`config.mk`:
```
export PLATFORM = sky130hd
export DESIGN_NAME = mission_sequencer
export DESIGN_NICKNAME = d
export VERILOG_FILES = /design/src/rtl/mission_sequencer.sv
export SDC_FILE = /design/constraint.sdc
export NUM_CORES = 1
export LEC_CHECK = 0
export BUFFER_PORTS_ARGS = -buffer_cell sky130_fd_sc_hd__buf_4
export CORE_UTILIZATION = 50
export DETAILED_ROUTE_END_ITERATION = 7
export PLACE_DENSITY_LB_ADDON = 0.2
export SLEW_MARGIN = 20
export SYNTH_ARGS = -nofsm -noshare
export SYNTH_HDL_FRONTEND = slang
export SYNTH_SLANG_ARGS = --single-unit
```
`constraint.sdc`:
```
create_clock -name clk -period 4.2 [get_ports clk]
set_input_delay 0.42 -clock clk [delete_from_list [all_inputs] [get_ports clk]]
set_output_delay 0.42 -clock clk [all_outputs]
set_load 0.02 [all_outputs]
```
`src/rtl/mission_sequencer.sv`:
```
// Mission sequencer: arms a robot over UART, plays a table of drive segments
// for a programmable number of laps, and always finishes with a stop frame.
module mission_sequencer #(
   parameter int CLK_HZ = 100_000_000,
   parameter int BAUD   = 57600,
   parameter int N_SEG  = 4,
   parameter int MS_W   = 16
) (
   input  logic                   clk,
   input  logic                   rst_n,
   input  logic [7:0]             sw,
   input  logic                   btnu,
   input  logic                   btns,
   input  logic                   btnd,
   input  logic [16*N_SEG-1:0]    seg_vel,
   input  logic [16*N_SEG-1:0]    seg_rad,
   input  logic [MS_W*N_SEG-1:0]  seg_ms,
   output logic                   TxD,
   output logic [7:0]             Led
);

   localparam int BIT   = CLK_HZ / BAUD;
   localparam int TICKS = CLK_HZ / 1000;
   localparam int BW    = $clog2(BIT + 1);
   localparam int TW    = $clog2(TICKS + 1);
   localparam logic [BW-1:0] BIT_LAST  = BW'(BIT - 1);
   localparam logic [TW-1:0] TICK_LAST = TW'(TICKS - 1);
   localparam logic [4:0]    SEG_LAST  = 5'(N_SEG - 1);

   typedef enum logic [2:0] {
      ST_IDLE     = 3'd0,
      ST_ARMING   = 3'd1,
      ST_ARMED    = 3'd2,
      ST_SEND     = 3'd3,
      ST_WAIT     = 3'd4,
      ST_STOPPING = 3'd5
   } state_t;

   // Segment table unpacked to 32 entries so a 5-bit index selects cleanly.
   logic [15:0]     vel_arr [32];
   logic [15:0]     rad_arr [32];
   logic [MS_W-1:0] ms_arr  [32];

   genvar gi;
   generate
      for (gi = 0; gi < 32; gi++) begin : g_seg
         if (gi < N_SEG) begin : g_used
            assign vel_arr[gi] = seg_vel[16*gi +: 16];
            assign rad_arr[gi] = seg_rad[16*gi +: 16];
            assign ms_arr[gi]  = seg_ms[MS_W*gi +: MS_W];
         end else begin : g_pad
            assign vel_arr[gi] = 16'h0000;
            assign rad_arr[gi] = 16'h0000;
            assign ms_arr[gi]  = '0;
         end
      end
   endgenerate

   logic unused_sw;
   assign unused_sw = ^sw[6:4];

   // Button synchronisers: bit 0 = btnu, bit 1 = btns, bit 2 = btnd.
   logic [2:0] sync1_reg, sync2_reg, sync3_reg, pulse;
   always_ff @(posedge clk or negedge rst_n) begin
      if (!rst_n) begin
         sync1_reg <= '0;
         sync2_reg <= '0;
         sync3_reg <= '0;
      end else begin
         sync1_reg <= {btnd, btns, btnu};
         sync2_reg <= sync1_reg;
         sync3_reg <= sync2_reg;
      end
   end
   assign pulse = sync2_reg & ~sync3_reg;

   state_t              state_reg, state_next;
   logic [4:0]          index_reg, index_next;
   logic [3:0]          lap_reg, lap_next;
   logic                entry_reg;
   logic [MS_W-1:0]     ms_reg, ms_cnt_reg;
   logic [TW-1:0]       tick_reg;
   logic [7:0]          led_reg;

   // UART engine state: frame_reg holds unsent bytes, MSB byte goes next.
   logic [39:0]         frame_reg, frame_in, src_frame;
   logic [2:0]          left_reg, len_in, src_left;
   logic                busy_reg, start_frame, stop_end, load, tx_done;
   logic [9:0]          sh_reg;
   logic [3:0]          bit_reg;
   logic [BW-1:0]       baud_reg;

   logic abort, expired;
   assign abort   = pulse[2] | ~sw[7];
   assign expired = (ms_cnt_reg == ms_reg);

   // Next-state logic and frame requests; a newly requested frame replaces
   // any bytes not yet started, but never the byte already on the wire.
   always_comb begin
      state_next  = state_reg;
      index_next  = index_reg;
      lap_next    = lap_reg;
      start_frame = 1'b0;
      frame_in    = '0;
      len_in      = 3'd0;
      case (state_reg)
         ST_IDLE: begin
            if (pulse[0]) state_next = ST_ARMING;
         end
         ST_ARMING: begin
            if (entry_reg) begin
               start_frame = 1'b1;
               frame_in    = {8'h80, 8'h84, 24'h000000};
               len_in      = 3'd2;
            end
            if (tx_done) state_next = ST_ARMED;
         end
         ST_ARMED: begin
            if (pulse[1] && sw[7]) begin
               state_next = ST_SEND;
               index_next = 5'd0;
               lap_next   = sw[3:0];
            end
         end
         ST_SEND: begin
            if (abort) begin
               state_next  = ST_STOPPING;
               start_frame = 1'b1;
               frame_in    = {8'h89, 32'h0};
               len_in      = 3'd5;
            end else begin
               if (entry_reg) begin
                  start_frame = 1'b1;
                  frame_in    = {8'h89, vel_arr[index_reg], rad_arr[index_reg]};
                  len_in      = 3'd5;
               end
               if (tx_done) state_next = ST_WAIT;
            end
         end
         ST_WAIT: begin
            if (abort || (expired && index_reg == SEG_LAST && lap_reg == 4'd0)) begin
               state_next  = ST_STOPPING;
               start_frame = 1'b1;
               frame_in    = {8'h89, 32'h0};
               len_in      = 3'd5;
            end else if (expired) begin
               state_next = ST_SEND;
               if (index_reg != SEG_LAST) begin
                  index_next = index_reg + 5'd1;
               end else begin
                  index_next = 5'd0;
                  lap_next   = lap_reg - 4'd1;
               end
            end
         end
         ST_STOPPING: begin
            if (tx_done) begin
               state_next = ST_ARMED;
               index_next = 5'd0;
            end
         end
         default: state_next = ST_IDLE;
      endcase
   end

   // Sequencer registers; segment duration is latched on the first SEND cycle.
   always_ff @(posedge clk or negedge rst_n) begin
      if (!rst_n) begin
         state_reg <= ST_IDLE;
         index_reg <= 5'd0;
         lap_reg   <= 4'd0;
         entry_reg <= 1'b0;
         ms_reg    <= '0;
         led_reg   <= 8'h00;
      end else begin
         state_reg <= state_next;
         index_reg <= index_next;
         lap_reg   <= lap_next;
         entry_reg <= (state_next != state_reg);
         if (state_reg == ST_SEND && entry_reg) ms_reg <= ms_arr[index_reg];
         led_reg   <= {state_reg, index_reg};
      end
   end

   // Millisecond timer; held at zero whenever not actively waiting.
   always_ff @(posedge clk or negedge rst_n) begin
      if (!rst_n) begin
         tick_reg   <= '0;
         ms_cnt_reg <= '0;
      end else if (state_reg == ST_WAIT && !abort && !expired) begin
         if (tick_reg == TICK_LAST) begin
            tick_reg   <= '0;
            ms_cnt_reg <= ms_cnt_reg + 1'b1;
         end else begin
            tick_reg <= tick_reg + 1'b1;
         end
      end else begin
         tick_reg   <= '0;
         ms_cnt_reg <= '0;
      end
   end

   assign src_frame = start_frame ? frame_in : frame_reg;
   assign src_left  = start_frame ? len_in : left_reg;
   assign stop_end  = busy_reg && baud_reg == BIT_LAST && bit_reg == 4'd9;
   assign load      = (src_left != 3'd0) && (!busy_reg || stop_end);
   assign tx_done   = stop_end && left_reg == 3'd0;

   // 8N1 transmitter; the next byte is loaded during the last stop-bit clock
   // so consecutive bytes run with no idle gap.
   always_ff @(posedge clk or negedge rst_n) begin
      if (!rst_n) begin
         frame_reg <= '0;
         left_reg  <= 3'd0;
         busy_reg  <= 1'b0;
         sh_reg    <= '1;
         bit_reg   <= 4'd0;
         baud_reg  <= '0;
      end else if (load) begin
         sh_reg    <= {1'b1, src_frame[39:32], 1'b0};
         frame_reg <= {src_frame[31:0], 8'h00};
         left_reg  <= src_left - 3'd1;
         busy_reg  <= 1'b1;
         bit_reg   <= 4'd0;
         baud_reg  <= '0;
      end else begin
         frame_reg <= src_frame;
         left_reg  <= src_left;
         if (busy_reg) begin
            if (baud_reg == BIT_LAST) begin
               baud_reg <= '0;
               if (bit_reg == 4'd9) begin
                  busy_reg <= 1'b0;
               end else begin
                  bit_reg <= bit_reg + 4'd1;
                  sh_reg  <= {1'b1, sh_reg[9:1]};
               end
            end else begin
               baud_reg <= baud_reg + 1'b1;
            end
         end
      end
   end

   assign TxD = busy_reg ? sh_reg[0] : 1'b1;
   assign Led = led_reg;

endmodule

```
---- After elaboration in Yosys (flattened, before gate mapping) ----
Index checks and enable logic that the tools add are counted.
operators by class
  shift-type cells ........................ 0
  add/sub/neg operators ................... 7
  order comparisons ....................... 1
  equality and inequality tests ........... 19
  reduce and logical (&&, ||, !) cells .... 27
  divide/modulo/power cells ............... 0
  multiplexer cells ....................... 66
  bitwise logic cells ..................... 5
  multipliers ............................. 0
operators by type and width
  kind                     number
  $bmux W16 S5             3
  $mux W40                 6
  $mux W16                 8
  $pmux W40 S3             1
  $mux W10                 4
  $mux W3                  12
  $mux W17                 2
  $mux W11                 3
  $mux W4                  8
  $mux W5                  5
  $add A17 B1 Y17 const B  1
  $eq A17 B17 Y1 const B   1
  $add A16 B1 Y16 const B  1
  $eq A16 B16 Y1           1
  $pmux W3 S5              1
  $pmux W5 S3              1
  $ne A2 B2 Y1 const B     6
  $add A11 B1 Y11 const B  1
  $eq A11 B11 Y1 const B   1
  $logic_and A1 B1 Y1      10
  $reduce_and A5 Y1        2
  $pmux W3 S3              1
  $mux W1                  8
  $pmux W4 S2              1
  other kinds (28)         37
storage, ports and cells
  word-level logic and storage cells ...... 142
  memories ................................ 0
  latch bits .............................. 0
  ROM bits ................................ 0
  memory bits (writable) .................. 0
  output and inout port bits .............. 9
  flip-flop bits (word level) ............. 148

---- Depth between registers and ports, before layout ----
Gate-level depths: netlist of run 1.
  depth in word-level cells ............... 11
  mapped depth ............................ 12
  gate-level depth less buffers ........... 10

---- Worst setup path before layout of run 1 ----
OpenSTA, ideal clock, no wires.
  kind .................................... flip-flop to flip-flop
  start ................................... register ms_cnt_reg[10]
  end ..................................... register frame_reg[24]
  required time ........................... 4069 ps
  stages on the path, launching flop included .. 13
  slack ................................... 1246 ps
  arrival time ............................ 2823 ps
  path through ............................ dfrtp_1 xor2_1 nor4_2 and4_2 buf_6 nand3_1 a31oi_1 ha_1 nand4_1 o211a_1 buf_4 buf_6 mux2i_1
between the ends
  cells in the longest elaborated chain, start to end .. 10
  elaborated cells on any way between the ends .. 13
  those cells by class .................... eq/ne (1); mux (7); reduce/logical (5)
ends and longest elaborated chain
  element                                            RTL line  text
  start, declared                                    81        logic [MS_W-1:0] ms_reg, ms_cnt_reg;
  start signal, assigned                             193       ms_cnt_reg <= ms_cnt_reg + 1'b1;
  $eq A16 B16 Y1 (*)                                 95        assign expired = (ms_cnt_reg == ms_reg);
  $logic_and A1 B1 Y1 (*) (2 in a row)               141       if (abort || (expired && index_reg == SEG_LAST && lap_reg == 4'd0)) begin
  $logic_or A1 B1 Y1 (*)                             141
  $mux W3 / $mux W1 (equally long branches)          141
  $pmux W3 S3 / $pmux W1 S3 (equally long branches)  106       case (state_reg)
  $mux W3                                            204       assign src_left = start_frame ? len_in : left_reg;
  $reduce_bool A3 Y1                                 206       assign load = (src_left != 3'd0) && (!busy_reg || stop_end);
  $logic_and A1 B1 Y1                                206
  $mux W40 (*)                                       219       end else if (load) begin
  end signal, assigned                               221       frame_reg <= {src_frame[31:0], 8'h00};
  end signal, assigned                               227       frame_reg <= src_frame;
  end, declared                                      86        logic [39:0] frame_reg, frame_in, src_frame;
Every way passes the cells marked *; elsewhere a longest branch is shown, timed or not.
A chain may end at the register's enable or synchronous reset.

---- Final worst setup path of run 1 ----
  start ................................... register state_reg[0]
  end ..................................... register sh_reg[4]
between the ends
  cells in the longest elaborated chain, start to end .. 7
  elaborated cells on any way between the ends .. 15
  those cells by class .................... eq/ne (4); mux (6); reduce/logical (5)
ends and longest elaborated chain
  element                                                              RTL line  text
  start, declared                                                      77        state_t state_reg, state_next;
  start signal, assigned                                               176       state_reg <= state_next;
  $eq A3 B3 Y1 (tied with other cells)                                 106
  $pmux W3 S3 / $pmux W1 S3 (equally long branches)                    106
  $mux W3                                                              204
  $reduce_bool A3 Y1                                                   206
  $logic_and A1 B1 Y1                                                  206
  $ne A2 B2 Y1 (no line) / $reduce_bool A2 Y1 (equally long branches)  --
  $reduce_and A3 Y1 (no line)                                          --
  end signal, assigned                                                 220       sh_reg <= {1'b1, src_frame[39:32], 1'b0};
  end signal, assigned                                                 236       sh_reg <= {1'b1, sh_reg[9:1]};
  end, declared                                                        89        logic [9:0] sh_reg;
Parallel ways exist; a longest one is shown, timed or not.

==> impl_metrics.prom, run 1 <==
# TYPE chip_impl_metric gauge
chip_impl_metric{name="net-switching-power",unit="mW"} 1.36
chip_impl_metric{name="number_of_flops_mapped_to_enable_cells_by_yosys",unit=""} 0
chip_impl_metric{name="cts.sink_count",unit=""} 147
chip_impl_info{name="clock-root-buffer",value="clkbuf_16"} 1
chip_impl_info{name="yosys.cell_count.top_type",value="dfrtp_1"} 1
chip_impl_metric{name="wire_per_inst",unit="um"} 19.3
chip_impl_metric{name="synth-seq-cells",unit=""} 147
chip_impl_metric{name="worst_skew_pair.late_latency",unit="ns"} 0.43
chip_impl_metric{name="vias",unit=""} 6880
chip_impl_metric{name="die-area",unit="mm^2"} 0.0171
chip_impl_metric{name="cts.path.max_buffers",unit=""} 2
chip_impl_metric{name="place.port_buffers",unit=""} 210
chip_impl_metric{name="worstPathArrival",unit="ns"} 3.88
chip_impl_metric{name="total_leakage_power",unit="nW"} 4.75
chip_impl_metric{name="layout-area-overhead-vs-synth",unit="%"} 29.1
chip_impl_metric{name="detail_route.wirelength",unit="mm"} 22.1
chip_impl_metric{name="die_height",unit="um"} 131
chip_impl_metric{name="grt_remaining_overflow",unit=""} 0
chip_impl_metric{name="grtUsageTotal",unit=""} 0.275
chip_impl_info{name="synth.top_cells.by_area",value="dfrtp_1 42%, mux4_2 13%, mux2i_1 3.6%, xor2_1 3.5%, a22oi_1 3.0%"} 1
chip_impl_metric{name="largest_reg_flops",unit=""} 40
chip_impl_metric{name="setup_viol_count_final",unit=""} 0
chip_impl_info{name="commonest_register_cell_after_synthesis",value="dfrtp_1"} 1
chip_impl_info{name="outcome",value="completed"} 1
chip_impl_metric{name="crit_path_max_incr_delay",unit="ns"} 0.58
chip_impl_metric{name="place_hpwl",unit="mm"} 16.0
chip_impl_metric{name="report.final.slew_viol_count",unit=""} 0
chip_impl_metric{name="cts_buffers",unit=""} 17
chip_impl_metric{name="finalCoreUtilization",unit=""} 0.668
chip_impl_metric{name="yosys.area.top_type_share",unit=""} 0.417
chip_impl_metric{name="first_global_vias",unit=""} 7176
chip_impl_info{name="path_class",value="reg -> reg"} 1
chip_impl_metric{name="cts_hold_buffers",unit=""} 0
chip_impl_metric{name="cts_htree_levels",unit=""} 4
chip_impl_metric{name="finalCritPeriodShare",unit=""} 0.840
chip_impl_metric{name="antenna_found_initial",unit=""} 0
chip_impl_info{name="source_of_the_worst_register_to_register_timing_path",value="state_reg[0]$_DFF_PN0_"} 1
chip_impl_metric{name="syn-instance-count",unit=""} 717
chip_impl_info{name="r2r-end",value="sh_reg[4]$_DFFE_PN1P_"} 1
chip_impl_metric{name="synth-warning-count",unit=""} 0
chip_impl_metric{name="drive_gt1_frac",unit=""} 0.373
chip_impl_metric{name="synth-xor-area-share",unit=""} 0.0487
chip_impl_metric{name="yosys.area_share.adder",unit=""} 0.0151
chip_impl_metric{name="power_density",unit="mW/mm^2"} 431
chip_impl_metric{name="seq_power_share",unit=""} 0.371
chip_impl_metric{name="syn_avg_cell_area",unit="um^2"} 11.5
chip_impl_info{name="start_kind",value="flop"} 1
chip_impl_metric{name="grt_start_max_net_pins",unit=""} 120
chip_impl_info{name="cts_tree",value="built"} 1
chip_impl_metric{name="drtAntennaViolNets",unit=""} 0
chip_impl_metric{name="drc_violations_left",unit=""} 0
chip_impl_info{name="yosysTopAreaCell",value="dfrtp_1"} 1
chip_impl_info{name="grt_setup_unrepaired",value="no"} 1
chip_impl_metric{name="synth.net_count",unit=""} 932
chip_impl_info{name="critical_path.cell_chain",value="or3b_4 -> nor2_2 -> nand3_1 -> a31oi_1 -> ha_1 -> nand4_1 -> o211ai_4 -> nand2_2 -> o221a_2"} 1
chip_impl_metric{name="hold_ws",unit="ns"} 0.0884
chip_impl_metric{name="post_drt_via_cell_ratio",unit=""} 6.02
chip_impl_metric{name="initial_core_util",unit=""} 0.517
chip_impl_metric{name="cellInternalPower",unit="mW"} 3.24
chip_impl_metric{name="synth.lib_cells_used.distinct",unit=""} 70
chip_impl_metric{name="io-pin-count",unit=""} 214
chip_impl_metric{name="irDropWorstVdd",unit="mV"} 0.351
chip_impl_info{name="combinational_family_with_the_most_area_after_synthesis",value="multiplexers"} 1
chip_impl_info{name="path_delay_family",value="simple AND/OR/NAND/NOR gates"} 1
chip_impl_info{name="setup_crit_end_kind",value="flop"} 1
chip_impl_metric{name="hold_violations",unit=""} 0
chip_impl_metric{name="place_congestion",unit=""} 1.01
chip_impl_metric{name="detailedRoute.firstPassIterationCount",unit=""} 6
chip_impl_metric{name="skew",unit="ns"} 0.0107
chip_impl_metric{name="number_of_gates_given_a_new_drive_strength_after_cts",unit=""} 0
chip_impl_metric{name="fp.dieW",unit="um"} 131
chip_impl_metric{name="synth-seq-area-share",unit=""} 0.446
chip_impl_metric{name="share_clk_of_total_power",unit=""} 0.349
chip_impl_metric{name="num_antenna_cells",unit=""} 0
chip_impl_metric{name="critical_path_peak_fanout",unit=""} 17
chip_impl_metric{name="synth-compound-area-share",unit=""} 0.134
chip_impl_metric{name="post_synth_mux_area_share",unit=""} 0.171
chip_impl_metric{name="placeableCoreArea",unit="mm^2"} 0.0160
chip_impl_metric{name="drv_cap",unit=""} 0
chip_impl_metric{name="highest_attainable_clock_frequency",unit="GHz"} 0.283
chip_impl_metric{name="finalNetCount",unit=""} 1130
chip_impl_metric{name="netSwitchingFraction",unit=""} 0.295
chip_impl_metric{name="timing_worst_slew_pin_value",unit="ns"} 0.954
chip_impl_metric{name="layout_min_cycle_time",unit="ns"} 3.53
chip_impl_metric{name="crit_buf_inv",unit=""} 0
chip_impl_metric{name="reg2regPathDepth",unit=""} 9
chip_impl_metric{name="async_flop_share",unit=""} 1.00
chip_impl_metric{name="dp_area",unit="mm^2"} 0.0100
chip_impl_metric{name="total_power",unit="mW"} 4.60
chip_impl_metric{name="drt_first_iter_violations",unit=""} 470
chip_impl_metric{name="grt_first_pass_wirelength",unit="mm"} 35.7
chip_impl_info{name="hp-class",value="in -> async"} 1
chip_impl_metric{name="finish.instance_area",unit="mm^2"} 0.0107
chip_impl_metric{name="relSlewSlack",unit=""} 0.364
chip_impl_metric{name="finalSetupTns",unit="ns"} 0
chip_impl_metric{name="worstPathRequired",unit="ns"} 4.55
chip_impl_info{name="ys_top_cells_by_count",value="138 x dfrtp_1, 57 x nor2_1, 48 x mux4_2, 44 x nand2_1"} 1
chip_impl_metric{name="clk_transition_reported_paths",unit="ns"} 0.06
chip_impl_metric{name="reg2reg_slack",unit="ns"} 0.67
chip_impl_info{name="critical_path.slowest_cell",value="dfrtp_1"} 1
chip_impl_metric{name="postCtsSetupRepairBufs",unit=""} 0
chip_impl_metric{name="synthSimpleGateAreaFrac",unit=""} 0.151
chip_impl_metric{name="post_synthesis_cell_area",unit="mm^2"} 0.00828
chip_impl_metric{name="core.rowCount",unit=""} 46
chip_impl_metric{name="power.combinational.fraction",unit=""} 0.279
-- worst max-delay path by stage --
stage	start	end	slack, ns	cells after the start
after floorplan	ms_cnt_reg[10]$_DFFE_PN0P_	frame_reg[24]$_DFF_PN0_	1.25	12
after global placement	index_reg[0]$_DFFE_PN0P_	sh_reg[4]$_DFFE_PN1P_	0.85	10
after detailed placement	state_reg[0]$_DFF_PN0_	sh_reg[4]$_DFFE_PN1P_	0.75	9
after CTS	state_reg[0]$_DFF_PN0_	sh_reg[4]$_DFFE_PN1P_	0.72	9
after global routing	state_reg[0]$_DFF_PN0_	sh_reg[4]$_DFFE_PN1P_	0.45	9
final	state_reg[0]$_DFF_PN0_	sh_reg[4]$_DFFE_PN1P_	0.67	9
-- kinds of logic after synthesis --
group	Yosys count
AOI/OAI and AO/OA	145
xor gates and xnor gates	46
adders and majority gates	10
buffers and inverters	61
DFF	147
muxes	81
and+or+nand+nor	227
-- layout make-up --
type,instances,area [um^2]
repair buffers,224,1720
well taps,216,270
fillers,1239,5320
flip-flops and latches,147,3690
clock inverters,14,188
clock buffers,17,425
inverters,16,60.1
multi-input cells,509,4330
-- power by group through the flow --
stage / Clock (mW) / Sequential, mW / Combinational [mW]
2_1_floorplan: 0 / 1.70 / 0.882
3_3_place_gp: 0 / 1.72 / 1.21
3_5_place_dp: 0 / 1.73 / 1.26
4_1_cts: 1.62 / 1.71 / 1.27
5_1_grt: 1.68 / 1.73 / 1.40
6_report: 1.61 / 1.71 / 1.29
-- placed cells by master, fill, tap and decap left out, types with 5 or more instances in the layout --
cell type and count:
a22o_1 21, dfstp_2 9, o22ai_1 5, a21oi_1 12
a22oi_1 33, or2_2 6, ha_1 10, xnor2_1 13
nand2b_1 9, o21ai_0 19, xor2_1 33, nor2_1 57
clkbuf_16 17, o2bb2ai_1 6, inv_1 16, nand4_1 17
a21o_1 9, dfrtp_1 136, a2bb2oi_1 6, or3_1 5
and4_1 6, nor3_1 9, buf_4 221, nand3_1 23
mux4_2 48, clkinv_2 5, mux2i_1 30, a32oi_1 7
and3_1 10, nand2_1 44, and2_1 6
-- through the flow --
stage,setup WS [ns],cells
after floorplan,1.25,717
after global placement,0.851,1111
after detailed placement,0.748,1111
after CTS,0.720,1142
after global routing,0.452,1143
final,0.671,1143
-- layer usage --
layer / global-route usage / vias up / wire [um]
li1: - / 3111 / -
met4: 0.0723 / 0 / 345
met2: 0.491 / 252 / 11800
met3: 0.0562 / 28 / 1170
met1: 0.340 / 3489 / 8840
met5: 0 / - / 0
Power figures use the tool's default switching activity.
==> run 2: changes to the inputs <==
--- a/config.mk
+++ b/config.mk
@@ -5,8 +5,9 @@
 export SDC_FILE = /design/constraint.sdc
 export NUM_CORES = 1
 export LEC_CHECK = 0
+export ABC_AREA = 1
 export BUFFER_PORTS_ARGS = -buffer_cell sky130_fd_sc_hd__buf_4
-export CORE_UTILIZATION = 50
+export CORE_UTILIZATION = 49
 export DETAILED_ROUTE_END_ITERATION = 7
 export PLACE_DENSITY_LB_ADDON = 0.2
 export SLEW_MARGIN = 20
==> constraint.sdc (replaced) <==
create_clock -name clk -period 3 [get_ports clk]
set_input_delay 0.3 -clock clk [delete_from_list [all_inputs] [get_ports clk]]
set_output_delay 0.3 -clock clk [all_outputs]
set_load 0.02 [all_outputs]
==> run 2 against run 1 <==
Effect of this change: via count grew 26%; non-clock buffer count grew 8; power up 25%; cell count rose by 42%; sequential power is 25% higher; count of clock-buffer cells in the layout rose by 6; synthesized cell count up 66%; first-iteration DRC count is 27% higher; wire length up 11%; clock skew about the same; largest power group unchanged; highest routed layer unchanged.
==> impl_metrics.prom, run 2 <==
# TYPE chip_impl_metric gauge
chip_impl_metric{name="core.rowCount",unit=""} 48
chip_impl_metric{name="synth-xor-area-share",unit=""} 0.0273
chip_impl_info{name="mostFrequentLayoutCell",value="nand2_1"} 1
chip_impl_metric{name="grt_start_max_net_pins",unit=""} 101
chip_impl_metric{name="finish.cell_count_without_fillers",unit=""} 1626
chip_impl_metric{name="power_density",unit="mW/mm^2"} 520
chip_impl_info{name="yosysTopAreaCell",value="dfrtp_1"} 1
chip_impl_metric{name="syn_avg_cell_area",unit="um^2"} 7.26
chip_impl_metric{name="skew",unit="ns"} 0.0103
chip_impl_metric{name="largest_reg_flops",unit=""} 40
chip_impl_info{name="setup.worst_path.start",value="ms_cnt_reg[12]$_DFFE_PN0P_"} 1
chip_impl_metric{name="yosys.area.top_type_share",unit=""} 0.399
chip_impl_metric{name="layout_min_cycle_time",unit="ns"} 2.74
chip_impl_metric{name="synth-seq-cells",unit=""} 147
chip_impl_metric{name="die-area",unit="mm^2"} 0.0182
chip_impl_metric{name="irDropWorstVdd",unit="mV"} 0.510
chip_impl_info{name="worst_setup_path_endpoint",value="frame_reg[32]$_DFF_PN0_"} 1
chip_impl_metric{name="placeableCoreArea",unit="mm^2"} 0.0173
chip_impl_metric{name="detail_route.wirelength",unit="mm"} 24.5
chip_impl_metric{name="die_height",unit="um"} 135
chip_impl_metric{name="drc_violations_left",unit=""} 0
chip_impl_metric{name="worst_skew_pair.late_latency",unit="ns"} 0.43
chip_impl_metric{name="finish.instance_area",unit="mm^2"} 0.0111
chip_impl_metric{name="yosys.area_share.adder",unit=""} 0.0145
chip_impl_metric{name="dp_area",unit="mm^2"} 0.0104
chip_impl_info{name="cts_tree",value="built"} 1
chip_impl_metric{name="vias",unit=""} 8674
chip_impl_metric{name="finalCoreUtilization",unit=""} 0.639
chip_impl_metric{name="initial_core_util",unit=""} 0.500
chip_impl_metric{name="multi_input_comb_area",unit="mm^2"} 0.00434
chip_impl_metric{name="timing_worst_slew_pin_value",unit="ns"} 0.940
chip_impl_metric{name="worstPathArrival",unit="ns"} 3.10
chip_impl_metric{name="synth-seq-area-share",unit=""} 0.427
chip_impl_metric{name="hold_violations",unit=""} 0
chip_impl_metric{name="post_drt_via_cell_ratio",unit=""} 5.33
chip_impl_info{name="combinational_family_with_the_most_area_after_synthesis",value="simple AND/OR/NAND/NOR gates"} 1
chip_impl_info{name="layout_common_cells",value="337 x nand2_1, 223 x buf_4, 160 x nor2_1, 137 x dfrtp_1, 101 x o21ai_0"} 1
chip_impl_info{name="grt_setup_unrepaired",value="yes"} 1
chip_impl_info{name="path_class",value="reg -> reg"} 1
chip_impl_metric{name="antenna_found_initial",unit=""} 0
chip_impl_metric{name="drive_gt1_frac",unit=""} 0.226
chip_impl_info{name="hp-class",value="in -> reg"} 1
chip_impl_metric{name="drv_cap",unit=""} 0
chip_impl_metric{name="relSlewSlack",unit=""} 0.373
chip_impl_metric{name="cts_buffers",unit=""} 17
chip_impl_metric{name="grt_remaining_overflow",unit=""} 0
chip_impl_metric{name="synth-compound-area-share",unit=""} 0.155
chip_impl_metric{name="number_of_flops_mapped_to_enable_cells_by_yosys",unit=""} 0
chip_impl_info{name="synth.top_cells.by_area",value="dfrtp_1 40%, nand2_1 15%, nor2_1 7.0%, o21ai_0 5.8%, inv_1 3.5%"} 1
chip_impl_metric{name="critical_path_peak_fanout",unit=""} 23
chip_impl_metric{name="report.final.slew_viol_count",unit=""} 0
chip_impl_metric{name="detailedRoute.firstPassIterationCount",unit=""} 5
chip_impl_metric{name="syn-instance-count",unit=""} 1191
chip_impl_metric{name="io-pin-count",unit=""} 214
chip_impl_metric{name="seq_power_share",unit=""} 0.371
chip_impl_info{name="setup_crit_end_kind",value="flop"} 1
chip_impl_metric{name="setup_viol_count_final",unit=""} 0
chip_impl_metric{name="cts_htree_levels",unit=""} 4
chip_impl_metric{name="cts.sink_count",unit=""} 147
chip_impl_info{name="source_of_the_worst_register_to_register_timing_path",value="ms_cnt_reg[12]$_DFFE_PN0P_"} 1
chip_impl_info{name="yosys.cell_count.top_type",value="nand2_1"} 1
chip_impl_metric{name="place.port_buffers",unit=""} 210
chip_impl_metric{name="drtAntennaViolNets",unit=""} 0
chip_impl_metric{name="share_clk_of_total_power",unit=""} 0.358
chip_impl_metric{name="synth-warning-count",unit=""} 0
chip_impl_metric{name="synth.lib_cells_used.distinct",unit=""} 45
chip_impl_metric{name="num_antenna_cells",unit=""} 0
chip_impl_metric{name="dp_cells",unit=""} 1590
chip_impl_metric{name="wire_per_inst",unit="um"} 15.0
chip_impl_metric{name="place_congestion",unit=""} 0.846
chip_impl_metric{name="post_synth_mux_area_share",unit=""} 0.00116
chip_impl_metric{name="drt_first_iter_violations",unit=""} 598
chip_impl_info{name="r2r-end",value="frame_reg[32]$_DFF_PN0_"} 1
chip_impl_metric{name="place_hpwl",unit="mm"} 17.8
chip_impl_metric{name="first_global_vias",unit=""} 8388
chip_impl_metric{name="post_synthesis_cell_area",unit="mm^2"} 0.00865
chip_impl_info{name="outcome",value="completed"} 1
chip_impl_info{name="ys_top_cells_by_count",value="338 x nand2_1, 161 x nor2_1, 138 x dfrtp_1, 101 x o21ai_0, 81 x inv_1"} 1
chip_impl_metric{name="hold_path_depth",unit=""} 3
chip_impl_metric{name="reg2reg_slack",unit="ns"} 0.26
chip_impl_metric{name="finalNetCount",unit=""} 1603
chip_impl_metric{name="cts.path.max_buffers",unit=""} 2
chip_impl_metric{name="power.combinational.fraction",unit=""} 0.271
chip_impl_metric{name="grt_first_pass_wirelength",unit="mm"} 40.2
chip_impl_metric{name="final-seq-area",unit="mm^2"} 0.00369
chip_impl_metric{name="grtUsageTotal",unit=""} 0.283
chip_impl_metric{name="cellInternalPower",unit="mW"} 3.90
chip_impl_metric{name="worstPathRequired",unit="ns"} 3.35
chip_impl_metric{name="net-switching-power",unit="mW"} 1.85
chip_impl_info{name="start_kind",value="flop"} 1
chip_impl_metric{name="netSwitchingFraction",unit=""} 0.322
chip_impl_info{name="commonest_register_cell_after_synthesis",value="dfrtp_1"} 1
chip_impl_metric{name="layout-area-overhead-vs-synth",unit="%"} 27.8
chip_impl_metric{name="clk_transition_reported_paths",unit="ns"} 0.06
chip_impl_metric{name="nFillCells",unit=""} 1555
chip_impl_metric{name="finalCritPeriodShare",unit=""} 0.914
chip_impl_metric{name="total_power",unit="mW"} 5.75
chip_impl_metric{name="total_leakage_power",unit="nW"} 5.47
chip_impl_info{name="clock-root-buffer",value="clkbuf_16"} 1
chip_impl_metric{name="async_flop_share",unit=""} 1.00
chip_impl_metric{name="fp.dieW",unit="um"} 135
chip_impl_metric{name="synth.net_count",unit=""} 1406
chip_impl_metric{name="highest_attainable_clock_frequency",unit="GHz"} 0.365
chip_impl_metric{name="reg2regPathDepth",unit=""} 18
chip_impl_metric{name="synthSimpleGateAreaFrac",unit=""} 0.302
run 2: stage by stage:
stage	hold slack, ns	TNS, ns	worst slack (ns)
finish	0.137	0	0.257
global route	0.148	-0.291	-0.0541
CTS	0.129	0	0.145
detailed placement	0.334	0	0.161
global placement	0.332	0	0.227
floorplan	0.00441	0	0.648
run 2: layout make-up:
class	instances	area share
multi-input combinational	891	0.392
sequential	147	0.334
timing repair buffer	232	0.162
clock buffer	23	0.0450
inverter	99	0.0341
tap	225	0.0255
clock inverter	9	0.00702
run 2: kinds of logic after synthesis:
| family | after synthesis |
|---|---|
| AO/OA/AOI/OAI | 234 |
| XOR/XNOR | 27 |
| adder cells (fa/ha/maj) | 10 |
| buffers and inverters | 153 |
| flip-flops | 147 |
| multiplexers | 1 |
| AND/OR/NAND/NOR | 619 |
run 2: repair_timing:
item,in CTS,in global routing
endpoints found under the setup margin,0,65
hold endpoints to repair,67,0
hold buffers,4,0
gates resized for setup,0,8
setup buffers,0,0
run 2: worst min path at each step:
stage | endpoint | slack, ns | startpoint
2_1_floorplan | Led[0]$_DFF_PN0_ | 0.004 | rst_n
3_3_place_gp | ms_reg[15]$_DFFE_PN0P_ | 0.33 | rst_n
3_5_place_dp | ms_cnt_reg[15]$_DFFE_PN0P_ | 0.33 | rst_n
4_1_cts | lap_reg[3]$_DFFE_PN0P_ | 0.13 | sw[3]
5_1_grt | lap_reg[1]$_DFFE_PN0P_ | 0.15 | sw[1]
6_report | lap_reg[3]$_DFFE_PN0P_ | 0.14 | sw[3]
run 2: power groups by stage:
stage	Clock (mW)	Combinational (mW)	Sequential, mW
3_3_place_gp	0	1.53	2.17
3_5_place_dp	0	1.55	2.17
4_1_cts	2.08	1.56	2.13
6_report	2.06	1.56	2.13
2_1_floorplan	0	0.976	2.17
5_1_grt	2.16	1.74	2.14
run 2: critical path, cell delays in order (launching register included):
cell     delay, ns
dfrtp_1       0.41
inv_2         0.08
nand2_1       0.06
nand2_1       0.04
nor2_1        0.09
nand2_1       0.09
nor2_2        0.21
nand3_1       0.12
nand2_2       0.10
nand2_4       0.10
nand2_2       0.13
o21ai_0       0.11
inv_1         0.10
ha_1          0.23
nand4_4       0.18
nand2_4       0.17
buf_6         0.23
o21ai_0       0.12
o21ai_1       0.08
run 2: metal layers:
metal,vias to the layer above,share of wire,global-route usage
met1,4085,0.45,0.370
met4,0,0.022,0.0943
met5,-,0,0
met3,45,0.042,0.0578
met2,218,0.49,0.468
li1,4326,-,-
==> run 3: changes to the inputs <==
--- a/config.mk
+++ b/config.mk
@@ -7,9 +7,11 @@
 export LEC_CHECK = 0
 export ABC_AREA = 1
 export BUFFER_PORTS_ARGS = -buffer_cell sky130_fd_sc_hd__buf_4
+export CORE_ASPECT_RATIO = 2
 export CORE_UTILIZATION = 49
 export DETAILED_ROUTE_END_ITERATION = 7
 export PLACE_DENSITY_LB_ADDON = 0.2
+export SETUP_SLACK_MARGIN = 0.5
 export SLEW_MARGIN = 20
 export SYNTH_ARGS = -nofsm -noshare
 export SYNTH_HDL_FRONTEND = slang
==> run 3 against run 2 <==
Effect of this change: first-iteration DRC count down 25%; wire length rose by 8.0%; sequential power about the same; highest routed layer unchanged.
==> impl_metrics.prom, run 3 (synthesis results as in run 2) <==
# TYPE chip_impl_metric gauge
chip_impl_info{name="outcome",value="completed"} 1
chip_impl_metric{name="highest_attainable_clock_frequency",unit="GHz"} 0.408
chip_impl_metric{name="io-pin-count",unit=""} 214
chip_impl_info{name="setup.worst_path.start",value="index_reg[0]$_DFFE_PN0P_"} 1
chip_impl_metric{name="worst_skew_pair.late_latency",unit="ns"} 0.42
chip_impl_metric{name="place.port_buffers",unit=""} 210
chip_impl_metric{name="finalCritPeriodShare",unit=""} 0.817
chip_impl_metric{name="grt_start_max_net_pins",unit=""} 101
chip_impl_metric{name="cts_htree_levels",unit=""} 4
chip_impl_metric{name="die_height",unit="um"} 190
chip_impl_metric{name="worstPathRequired",unit="ns"} 3.32
chip_impl_info{name="source_of_the_worst_register_to_register_timing_path",value="index_reg[0]$_DFFE_PN0P_"} 1
chip_impl_info{name="grt_setup_unrepaired",value="yes"} 1
chip_impl_metric{name="num_antenna_cells",unit=""} 0
chip_impl_info{name="clock-root-buffer",value="clkbuf_16"} 1
chip_impl_metric{name="setup_viol_count_final",unit=""} 0
chip_impl_metric{name="antenna_found_initial",unit=""} 0
chip_impl_metric{name="total_leakage_power",unit="nW"} 5.65
chip_impl_metric{name="cts.path.max_buffers",unit=""} 2
chip_impl_info{name="setup_crit_end_kind",value="flop"} 1
chip_impl_metric{name="clk_transition_reported_paths",unit="ns"} 0.06
chip_impl_metric{name="place_congestion",unit=""} 0.923
chip_impl_metric{name="finish.cell_count_without_fillers",unit=""} 1640
chip_impl_metric{name="largest_reg_flops",unit=""} 40
chip_impl_metric{name="finalCoreUtilization",unit=""} 0.661
chip_impl_info{name="mostFrequentLayoutCell",value="nand2_1"} 1
chip_impl_metric{name="detailedRoute.firstPassIterationCount",unit=""} 5
chip_impl_info{name="hp-class",value="in -> reg"} 1
chip_impl_metric{name="fp.dieW",unit="um"} 96.0
chip_impl_metric{name="report.final.slew_viol_count",unit=""} 0
chip_impl_metric{name="drive_gt1_frac",unit=""} 0.250
chip_impl_metric{name="post_drt_via_cell_ratio",unit=""} 5.43
chip_impl_metric{name="worstPathArrival",unit="ns"} 2.77
chip_impl_metric{name="vias",unit=""} 8909
chip_impl_metric{name="core.rowCount",unit=""} 68
chip_impl_metric{name="drc_violations_left",unit=""} 0
chip_impl_info{name="start_point_of_the_worst_min_delay_path",value="sw[1]"} 1
chip_impl_metric{name="drt_first_iter_violations",unit=""} 446
chip_impl_metric{name="cts.sink_count",unit=""} 147
chip_impl_metric{name="wire_per_inst",unit="um"} 16.1
chip_impl_metric{name="die-area",unit="mm^2"} 0.0182
chip_impl_metric{name="power_density",unit="mW/mm^2"} 530
chip_impl_metric{name="placeableCoreArea",unit="mm^2"} 0.0173
chip_impl_metric{name="timing_worst_slew_pin_value",unit="ns"} 0.744
chip_impl_metric{name="drtAntennaViolNets",unit=""} 0
chip_impl_metric{name="grt_first_pass_wirelength",unit="mm"} 41.6
chip_impl_info{name="path_class",value="reg -> reg"} 1
chip_impl_metric{name="detail_route.wirelength",unit="mm"} 26.4
chip_impl_metric{name="relSlewSlack",unit=""} 0.504
chip_impl_metric{name="grt_remaining_overflow",unit=""} 0
chip_impl_metric{name="place_hpwl",unit="mm"} 18.5
chip_impl_metric{name="initial_core_util",unit=""} 0.501
chip_impl_info{name="start_kind",value="flop"} 1
chip_impl_info{name="layout_common_cells",value="337 x nand2_1, 247 x buf_4, 159 x nor2_1, 132 x dfrtp_1, 99 x o21ai_0"} 1
chip_impl_metric{name="hold_violations",unit=""} 0
chip_impl_metric{name="critical_path_peak_fanout",unit=""} 14
chip_impl_info{name="cts_tree",value="built"} 1
chip_impl_metric{name="finalNetCount",unit=""} 1632
chip_impl_metric{name="cts_buffers",unit=""} 17
chip_impl_metric{name="finish.instance_area",unit="mm^2"} 0.0114
chip_impl_metric{name="finalSetupTns",unit="ns"} 0
chip_impl_metric{name="hold_ws",unit="ns"} 0.157
chip_impl_metric{name="dp_area",unit="mm^2"} 0.0104
chip_impl_metric{name="irDropWorstVdd",unit="mV"} 0.375
chip_impl_metric{name="layout-area-overhead-vs-synth",unit="%"} 32.0
chip_impl_metric{name="first_global_vias",unit=""} 8833
chip_impl_metric{name="dp_cells",unit=""} 1576
chip_impl_metric{name="drv_cap",unit=""} 0
chip_impl_metric{name="grtUsageTotal",unit=""} 0.297
chip_impl_metric{name="skew",unit="ns"} 0.0151
chip_impl_metric{name="layout_min_cycle_time",unit="ns"} 2.45
-- run 3: cell count changes in the layout (fill, tap and decap cells not counted), moves of 4 or more --
cell,delta
buf_4,+24
dfrtp_2,+5
inv_1,-4
dfrtp_1,-5
buf_12,+4
clkbuf_1,+4
clkbuf_8,-4
-- run 3: power breakdown --
part	switching (mW)	internal (mW)
clock network	0.817	1.41
registers	0.0645	2.08
logic	1.04	0.639
total	1.92	4.13
-- run 3: routing by layer --
metal | GRT usage | routed length, um | vias up
met5 | 0 | 0 | -
met1 | 0.318 | 9740 | 4192
met2 | 0.542 | 14400 | 278
li1 | - | - | 4365
met3 | 0.0504 | 1110 | 74
met4 | 0.153 | 1200 | 0
-- run 3: cell type report --
class,instances,area (um^2)
Clock buffer,23,458
Fill cell,1502,5850
Clock inverter,9,154
Timing Repair Buffer,261,2060
Tap cell,210,263
Inverter,99,387
Sequential cell,147,3700
Multi-Input combinational cell,891,4400
-- run 3: final timing paths --
path / to / slack [ns] / depth (start not counted)
min: lap_reg[1]$_DFFE_PN0P_ / 0.16 / 3
min reg2reg: sync2_reg[2]$_DFF_PN0_ / 0.35 / 0
max reg2reg: baud_reg[6]$_DFFE_PN0P_ / 0.55 / 14
max: baud_reg[6]$_DFFE_PN0P_ / 0.55 / 14
min in group asynchronous: ms_reg[13]$_DFFE_PN0P_ / 0.45 / 2
max in group asynchronous: sh_reg[3]$_DFFE_PN1P_ / 1.74 / 3
-- run 3: metrics by stage --
| stage | setup WS, ns | power [mW] |
|---|---|---|
| detailed placement | 0.0779 | 3.73 |
| global route | 0.423 | 6.33 |
| floorplan | 0.648 | 3.15 |
| global placement | 0.127 | 3.71 |
| CTS | 0.505 | 6.02 |
| finish | 0.550 | 6.05 |
-- run 3: repair_timing --
action                                 in CTS  in global routing
setup buffers                              17                 11
hold buffers                                4                  0
gates resized for setup                    20                 22
pin swaps                                   4                 10
setup endpoints to repair                  68                 69
endpoints found under the hold margin      79                  0
-- run 3: worst max-delay path, cell delays in order, from the launching register on --
cell,delay [ns]
dfrtp_2,0.41
ha_1,0.24
nand2_1,0.15
nor2_2,0.06
nand3_2,0.08
nand2_2,0.07
nand2_4,0.07
nand2_4,0.07
a21oi_2,0.27
ha_4,0.22
nand4_4,0.15
nand2_8,0.18
buf_12,0.16
nand3_1,0.09
o21ai_0,0.12
